`src/rtl/result_serial_tx_if.sv`:
```
// Handshake/data bundle between the logic processor top level and result_serial_tx.
// The slave modport is the transmitter's view; the master modport is the requester's.
interface result_serial_tx_if;
    logic       Start;
    logic [7:0] Data_A;
    logic [7:0] Data_B;
    logic       TxD;
    logic       Busy;
    logic       Done;

    modport master (
        output Start,
        output Data_A,
        output Data_B,
        input  TxD,
        input  Busy,
        input  Done
    );

    modport slave (
        input  Start,
        input  Data_A,
        input  Data_B,
        output TxD,
        output Busy,
        output Done
    );
endinterface

```
`src/rtl/result_serial_tx.sv`:
```
// UART-style transmitter sending register A then register B as one two-byte frame.
// Define TX_PARITY_EN to insert an even-parity bit after the data bits of each byte.
module result_serial_tx #(
    parameter int CLKS_PER_BIT = 434
) (
    input  logic              Clk,
    input  logic              Reset_n,
    result_serial_tx_if.slave bus
);

    localparam int BAUD_W = (CLKS_PER_BIT > 1) ? $clog2(CLKS_PER_BIT) : 1;
    localparam logic [BAUD_W-1:0] BAUD_LAST = BAUD_W'(CLKS_PER_BIT - 1);

`ifdef TX_PARITY_EN
    typedef enum logic [2:0] {
        IDLE       = 3'd0,
        START_BIT  = 3'd1,
        DATA_BITS  = 3'd2,
        PARITY_BIT = 3'd3,
        STOP_BIT   = 3'd4,
        FINISH     = 3'd5
    } state_t;
`else
    typedef enum logic [2:0] {
        IDLE      = 3'd0,
        START_BIT = 3'd1,
        DATA_BITS = 3'd2,
        STOP_BIT  = 3'd3,
        FINISH    = 3'd4
    } state_t;
`endif

    state_t            state_reg,    state_next;
    logic [BAUD_W-1:0] baud_reg,     baud_next;
    logic [2:0]        bit_idx_reg,  bit_idx_next;
    logic [7:0]        shift_reg,    shift_next;
    logic [7:0]        b_reg,        b_next;
    logic              byte_sel_reg, byte_sel_next;
    logic              tx_reg,       tx_next;
`ifdef TX_PARITY_EN
    logic              par_reg,      par_next;
`endif

    logic baud_last;
    assign baud_last = (baud_reg == BAUD_LAST);

    always_ff @(posedge Clk or negedge Reset_n) begin
        if (!Reset_n) begin
            state_reg    <= IDLE;
            baud_reg     <= '0;
            bit_idx_reg  <= '0;
            shift_reg    <= '0;
            b_reg        <= '0;
            byte_sel_reg <= 1'b0;
            tx_reg       <= 1'b1;
`ifdef TX_PARITY_EN
            par_reg      <= 1'b0;
`endif
        end else begin
            state_reg    <= state_next;
            baud_reg     <= baud_next;
            bit_idx_reg  <= bit_idx_next;
            shift_reg    <= shift_next;
            b_reg        <= b_next;
            byte_sel_reg <= byte_sel_next;
            tx_reg       <= tx_next;
`ifdef TX_PARITY_EN
            par_reg      <= par_next;
`endif
        end
    end

    always_comb begin
        state_next    = state_reg;
        baud_next     = baud_reg;
        bit_idx_next  = bit_idx_reg;
        shift_next    = shift_reg;
        b_next        = b_reg;
        byte_sel_next = byte_sel_reg;
        tx_next       = 1'b1;
`ifdef TX_PARITY_EN
        par_next      = par_reg;
`endif

        case (state_reg)
            IDLE: begin
                baud_next     = '0;
                bit_idx_next  = '0;
                byte_sel_next = 1'b0;
                if (bus.Start) begin
                    shift_next = bus.Data_A;
                    b_next     = bus.Data_B;
`ifdef TX_PARITY_EN
                    par_next   = ^bus.Data_A;
`endif
                    state_next = START_BIT;
                end
            end

            START_BIT: begin
                if (baud_last) begin
                    baud_next  = '0;
                    state_next = DATA_BITS;
                end else begin
                    baud_next  = baud_reg + 1'b1;
                end
            end

            DATA_BITS: begin
                if (baud_last) begin
                    baud_next  = '0;
                    shift_next = {1'b0, shift_reg[7:1]};
                    if (bit_idx_reg == 3'd7) begin
                        bit_idx_next = '0;
`ifdef TX_PARITY_EN
                        state_next   = PARITY_BIT;
`else
                        state_next   = STOP_BIT;
`endif
                    end else begin
                        bit_idx_next = bit_idx_reg + 3'd1;
                    end
                end else begin
                    baud_next = baud_reg + 1'b1;
                end
            end

`ifdef TX_PARITY_EN
            PARITY_BIT: begin
                if (baud_last) begin
                    baud_next  = '0;
                    state_next = STOP_BIT;
                end else begin
                    baud_next  = baud_reg + 1'b1;
                end
            end
`endif

            STOP_BIT: begin
                if (baud_last) begin
                    baud_next = '0;
                    // Byte A done: chain straight into byte B with no idle gap.
                    if (!byte_sel_reg) begin
                        byte_sel_next = 1'b1;
                        shift_next    = b_reg;
`ifdef TX_PARITY_EN
                        par_next      = ^b_reg;
`endif
                        state_next    = START_BIT;
                    end else begin
                        state_next    = FINISH;
                    end
                end else begin
                    baud_next = baud_reg + 1'b1;
                end
            end

            FINISH: begin
                state_next = IDLE;
            end

            default: begin
                state_next = IDLE;
            end
        endcase

        // The line level is computed for the upcoming state so TxD leaves a flop.
        case (state_next)
            START_BIT:  tx_next = 1'b0;
            DATA_BITS:  tx_next = shift_next[0];
`ifdef TX_PARITY_EN
            PARITY_BIT: tx_next = par_next;
`endif
            default:    tx_next = 1'b1;
        endcase
    end

    assign bus.TxD  = tx_reg;
    assign bus.Busy = (state_reg != IDLE) && (state_reg != FINISH);
    assign bus.Done = (state_reg == FINISH);

endmodule

```
`src/flat_wrapper.sv`:
```
// flat-port wrapper written by rule: the top's interface ports become plain ports
module result_serial_tx_flat 
#(
    parameter int CLKS_PER_BIT = 434
)
  (Clk, Reset_n, bus_Start, bus_Data_A, bus_Data_B, bus_TxD, bus_Busy, bus_Done);
  result_serial_tx_if bus_i ();
  input  logic Clk;
  input  logic Reset_n;
  input wire logic [$bits(bus_i.Start)-1:0] bus_Start;
  input wire logic [$bits(bus_i.Data_A)-1:0] bus_Data_A;
  input wire logic [$bits(bus_i.Data_B)-1:0] bus_Data_B;
  output wire logic [$bits(bus_i.TxD)-1:0] bus_TxD;
  output wire logic [$bits(bus_i.Busy)-1:0] bus_Busy;
  output wire logic [$bits(bus_i.Done)-1:0] bus_Done;
  assign bus_i.Start = bus_Start;
  assign bus_i.Data_A = bus_Data_A;
  assign bus_i.Data_B = bus_Data_B;
  assign bus_TxD = bus_i.TxD;
  assign bus_Busy = bus_i.Busy;
  assign bus_Done = bus_i.Done;
  result_serial_tx #(.CLKS_PER_BIT(CLKS_PER_BIT)) u_core (.Clk(Clk), .Reset_n(Reset_n), .bus(bus_i));
endmodule
```
`config.mk`:
```
export PLATFORM = sky130hd
export DESIGN_NAME = result_serial_tx_flat
export DESIGN_NICKNAME = d
export VERILOG_FILES = /design/src/rtl/result_serial_tx_if.sv /design/src/rtl/result_serial_tx.sv /design/src/flat_wrapper.sv
export SDC_FILE = /design/constraint.sdc
export NUM_CORES = 1
export LEC_CHECK = 0
export BUFFER_PORTS_ARGS = -buffer_cell sky130_fd_sc_hd__buf_2
export CORE_ASPECT_RATIO = 0.5
export CORE_UTILIZATION = 40
export DETAILED_ROUTE_END_ITERATION = 12
export PLACE_DENSITY = 0.57
export SYNTH_ARGS = -nofsm -noshare
export SYNTH_HDL_FRONTEND = slang
export SYNTH_SLANG_ARGS = --single-unit
```
`constraint.sdc`:
```
create_clock -name Clk -period 1.8 [get_ports Clk]
set_input_delay 0.54 -clock Clk [delete_from_list [all_inputs] [get_ports Clk]]
set_output_delay 0.54 -clock Clk [all_outputs]
set_load 0.02 [all_outputs]
```
# Word-level counts from Yosys, hierarchy flattened
# Cells that the tools add are included.
[word_totals]
reg_bits = 33
out_inout_bits = 3
elab_cells = 55
[classes]
muxes = 20
eq_ne = 13
reduce_logical = 12
addsub = 2
[ops]
columns = ["operator", "n"]
rows = [
  ["$mux 8", 4],
  ["$mux 3", 8],
  ["$pmux 8 s3", 1],
  ["$pmux 9 s2", 1],
  ["$pmux 3 s4", 1],
  ["$add 9x1->9 const B", 1],
  ["$eq 3x2->1 const B", 3],
  ["$eq 9x9->1 const B", 1],
  ["$mux 9", 1],
  ["$eq 3x1->1 const B", 2],
  ["$eq 3x3->1 const B", 2],
  ["$pmux 3 s2", 1],
  ["$reduce_and 2->1", 3],
  ["$reduce_bool 2->1", 3],
  ["$reduce_bool 3->1", 2],
  ["$reduce_and 5->1", 1],
  ["$ne 2x1->1 const B", 2],
  ["$ne 2x2->1 const B", 2],
  ["$pmux 1 s2", 2],
  ["$add 3x1->3 const B", 1],
  ["$logic_not 3->1", 1],
  ["$ne 3x3->1 const B", 1],
  ["$reduce_or 3->1", 1],
  ["$logic_and 1x1->1", 1],
  ["$mux 1", 1],
]

# Logic depth before layout (Yosys ltp)
[logic_depth]
word_depth = 6
mapped_depth = 8
ltp_nobuf = 7

# Least setup slack after synthesis
# Ideal clock, no wire load.
[synth_timing]
kind = "register to register"
from = "reg u_core.baud_reg[1]"
to = "reg u_core.shift_reg[7]"
t_required_ps = 1673
slack_ps = -28
t_arrival_ps = 1701
path_stages_with_launch = 8
cell_sequence = "dfrtp_1 -> inv_1 -> ha_1 -> and4bb_4 -> nand2_4 -> a221o_2 -> a222oi_1 -> inv_1"
[synth_between]
elab_chain_len = 3
[synth_rtl]
columns = ["item", "line_no", "source"]
rows = [
  ["start, declared", "result_serial_tx.sv:34", "logic [BAUD_W-1:0] baud_reg, baud_next;"],
  ["start signal, assigned", "result_serial_tx.sv:61", "baud_reg <= baud_next;"],
  ["$eq 9x9->1 *", "result_serial_tx.sv:45", "assign baud_last = (baud_reg == BAUD_LAST);"],
  ["$ne 2x1->1 (no line)", "-", ""],
  ["$reduce_and 5->1 (no line) *", "-", ""],
  ["end signal, assigned", "result_serial_tx.sv:63", "shift_reg <= shift_next;"],
  ["end, declared", "result_serial_tx.sv:36", "logic [7:0] shift_reg, shift_next;"],
]
# Every way passes the cells marked *; elsewhere a longest branch is shown, timed or not.
# A chain may end at the register's enable or synchronous reset.

# Worst setup path in the final report
[layout_timing]
from = "reg u_core.baud_reg[1]"
to = "reg u_core.shift_reg[0]"
[layout_between]
elab_chain_len = 3
[layout_rtl]
columns = ["item", "line_no", "source"]
rows = [
  ["$eq 9x9->1 *", "result_serial_tx.sv:45", ""],
  ["$mux 8, on equally long branches", "result_serial_tx.sv:140, result_serial_tx.sv:110", ""],
  ["$pmux 8 s3 *", "result_serial_tx.sv:85", "case (state_reg)"],
  ["via u_core.shift_next[0]", "result_serial_tx.sv:36", ""],
]
# The timed path passes the listed nets; every way through them passes the cells marked *. The select of a mux whose other input is x is not followed.

==> results.txt <==
Number of global-route vias before repair -> 1167
Crit path capture type -> register
Clock slew at reported path FFs -> 0.08 ns
Final cycle utilization of the critical path -> 102.8%
LEAKAGE -> 1.023 nW
Routed WL -> 3381 µm
Gr usage total -> 17.32%
Slowest CP cell -> a221o_2
Slew @ Worst Pin -> 0.4025 ns
Tot Pwr -> 0.002277 W
Largest register FFs -> 9
Max stage delay on crit path -> 0.44 ns
Ant. Diodes -> 0
WS Path Type -> reg2reg
Status -> finished with violations
Min-delay worst type -> in2async
Worst-path maximum fanout -> 8
Setup crit start kind -> register
Final min period -> 1.851 ns
Hold Fails Final Rpt -> 0
Share of layout cells above drive strength 1 -> 42.35%
Syn. warnings -> 0
Worst vdd ir -> 0.4919 mV
# clock sinks -> 33
CTS H-tree lvls -> 2
Syn Area/Cell -> 10.83 µm²
Boundary Pins -> 22
Clock Latency Late Sink -> 0.29 ns
PwrDens -> 1060 nW/µm²
Most common cell after layout, fill and taps aside -> dfrtp_1
R2r setup slk -> -0.05 ns
Cell area after layout -> 2147 µm²
Drt first pass iters -> 4
CP bufs+invs -> 2
First-pass GRT wire length -> 5485 µm
Commonest cells after routing, fill and taps aside -> 30 x dfrtp_1, 21 x buf_4, 20 x buf_2, 14 x nand2_1
Starting Density -> 44.68%
Die area -> 4363 µm²
FF-to-FF End -> u_core.shift_reg[0]
Synthesized flop and latch total -> 33
Vias/cell -> 5.283
Setup ws final -> -0.05073 ns
DP Area -> 1938 µm²
CP arrival -> 2.02 ns
Final #Nets -> 218
Antenna violations before repair -> 0
WL/cell -> 13.69 µm
Largest net degree at the start of global routing -> 34
Endpoints failing setup -> 3
RePlAce Congestion -> 0.7876
Fmax -> 0.5403 GHz
Initial drt markers -> 53
DR vias -> 1305
Core Rows -> 15
Die X -> 92.43 µm
R2r startpoint -> u_core.baud_reg[1]
Max Transition Viols Final -> 0
Failing checks -> setup timing
Num CTS Buffers -> 5
Slew HR -> 73.07%
DRC -> 0
CTS root buffer -> clkbuf_8
Total global routing overflow -> 0
Seq/Total Area, Yosys -> 50.57%
Post-DP HPWL -> 2298 µm
R2R cell count -> 7
CP cell instances -> inv_2 -> ha_4 -> and4bb_4 -> nand2_4 -> a221o_2 -> a221oi_2 -> inv_1
Die Span Y -> 47.21 µm
Max cap viols -> 0
CTS max path bufs -> 2
Delay-heaviest family, CP -> compound AO/OA/AOI/OAI gates
Layout overhead on the synthesized area -> 31.29%
RSZ-0062 raised after global routing -> yes
Post-synthesis net count -> 174
Netlist cell types -> 37
Hold buffers post-CTS -> 0
Critical Path RT -> 1.97 ns
Area of the mapped netlist -> 1635 µm²
Clk_skew -> 0.008817 ns
Post-Synthesis Cells -> 151
Core Region -> 3660 µm²
DRT antenna net count -> 0
IO buf count -> 21
CTS tree -> built
-- worst reg2reg max path, stage by stage, from the launching register on --
cell	delay, ns
dfrtp_1	0.39
inv_2	0.08
ha_4	0.11
and4bb_4	0.27
nand2_4	0.07
a221o_2	0.44
a221oi_2	0.30
inv_1	0.08
-- cells in the mapped netlist --
library cell,number,area [µm²]
o31ai_1,1,7.510
and3_1,4,25.02
mux2_4,1,15.01
a22oi_2,1,12.51
mux2i_1,1,10.01
and4b_4,1,13.76
o21ai_0,11,55.05
or2_2,1,6.260
a21oi_1,1,5.000
a221oi_2,1,15.01
inv_1,6,22.52
dfrtp_1,32,800.8
clkbuf_1,3,11.26
a222oi_1,1,10.01
dfstp_2,1,26.28
xor2_1,2,17.52
nor3b_2,1,12.51
nor2_1,11,41.29
a22oi_1,12,90.09
o21bai_1,1,7.510
nand2b_1,3,18.77
and4bb_4,1,16.27
nor2b_1,2,12.51
buf_2,3,15.01
a211o_1,2,17.52
xnor2_1,1,8.760
ha_1,4,50.05
mux2_2,9,101.4
nand3_1,6,30.03
nor3_1,2,10.01
nand3b_1,1,7.510
o41ai_1,2,17.52
nand2_4,1,11.26
a22o_1,5,43.79
a221o_2,1,11.26
o22ai_1,1,6.260
nand2_1,14,52.55
-- per-layer routing --
layer	vias up	track usage (%)	share of wire (%)
met5	-	0	0
met4	0	8.750	1.8
met3	7	5.340	4.1
met2	30	27.41	45
met1	629	22.36	49
li1	639	-	-
-- report_power, final --
part | switching (W) | internal (W) | leakage [nW]
Clock | 0.000292 | 0.000450 | 0.0574
Sequential | 0.000103 | 0.000919 | 0.416
Combinational | 0.000225 | 0.000288 | 0.549
-- logic make-up (layout without fill, tap and decap cells) --
logic type / Yosys count / in the layout / synth area share, %
xor+xnor: 3 / 3 / 1.607
mux: 11 / 11 / 7.728
flops: 33 / 33 / 50.57
buf+inv: 12 / 57 / 2.984
simple gates: 48 / 48 / 15.76
fa+ha+maj: 4 / 4 / 3.061
compound gates: 40 / 40 / 18.29
-- per-stage QoR --
step           util, %  setup slack [ns]  instances   TNS, ns  hold WS, ns
2_1_floorplan        -          0.004780        151         0       0.2444
3_3_place_gp     52.96           0.01436        235         0       0.4768
3_5_place_dp     52.96          -0.04266        235  -0.07609       0.4813
4_1_cts          57.20          -0.03980        245  -0.06659       0.1990
5_1_grt          58.67           -0.1576        247   -0.6538       0.1990
6_report         58.67          -0.05073        247   -0.1340       0.1946
-- cell type report --
cell class	instances	area (µm²)
fill	315	1513
sequential	33	829.5
multi-input combinational	106	813.3
timing repair buffer	43	297.8
clock buffer	6	82.58
tap	51	63.81
clock inverter	2	37.54
inverter	6	22.52
-- worst max-delay path by stage --
stage | start | end | cells after the start
floorplan | u_core.baud_reg[1] | u_core.shift_reg[7] | 7
global placement | u_core.baud_reg[1] | u_core.shift_reg[7] | 7
detailed placement | u_core.baud_reg[1] | u_core.shift_reg[0] | 7
CTS | u_core.baud_reg[1] | u_core.shift_reg[0] | 7
global route | u_core.baud_reg[1] | u_core.shift_reg[7] | 7
finish | u_core.baud_reg[1] | u_core.shift_reg[0] | 7
-- timing repair --
item | in CTS | in global routing
pin swaps | 0 | 2
buffers inserted | 2 | 2
gates resized for setup | 5 | 11
setup endpoints to repair | 5 | 14
gates cloned | 0 | 0
(Power assumes the default switching activity.)
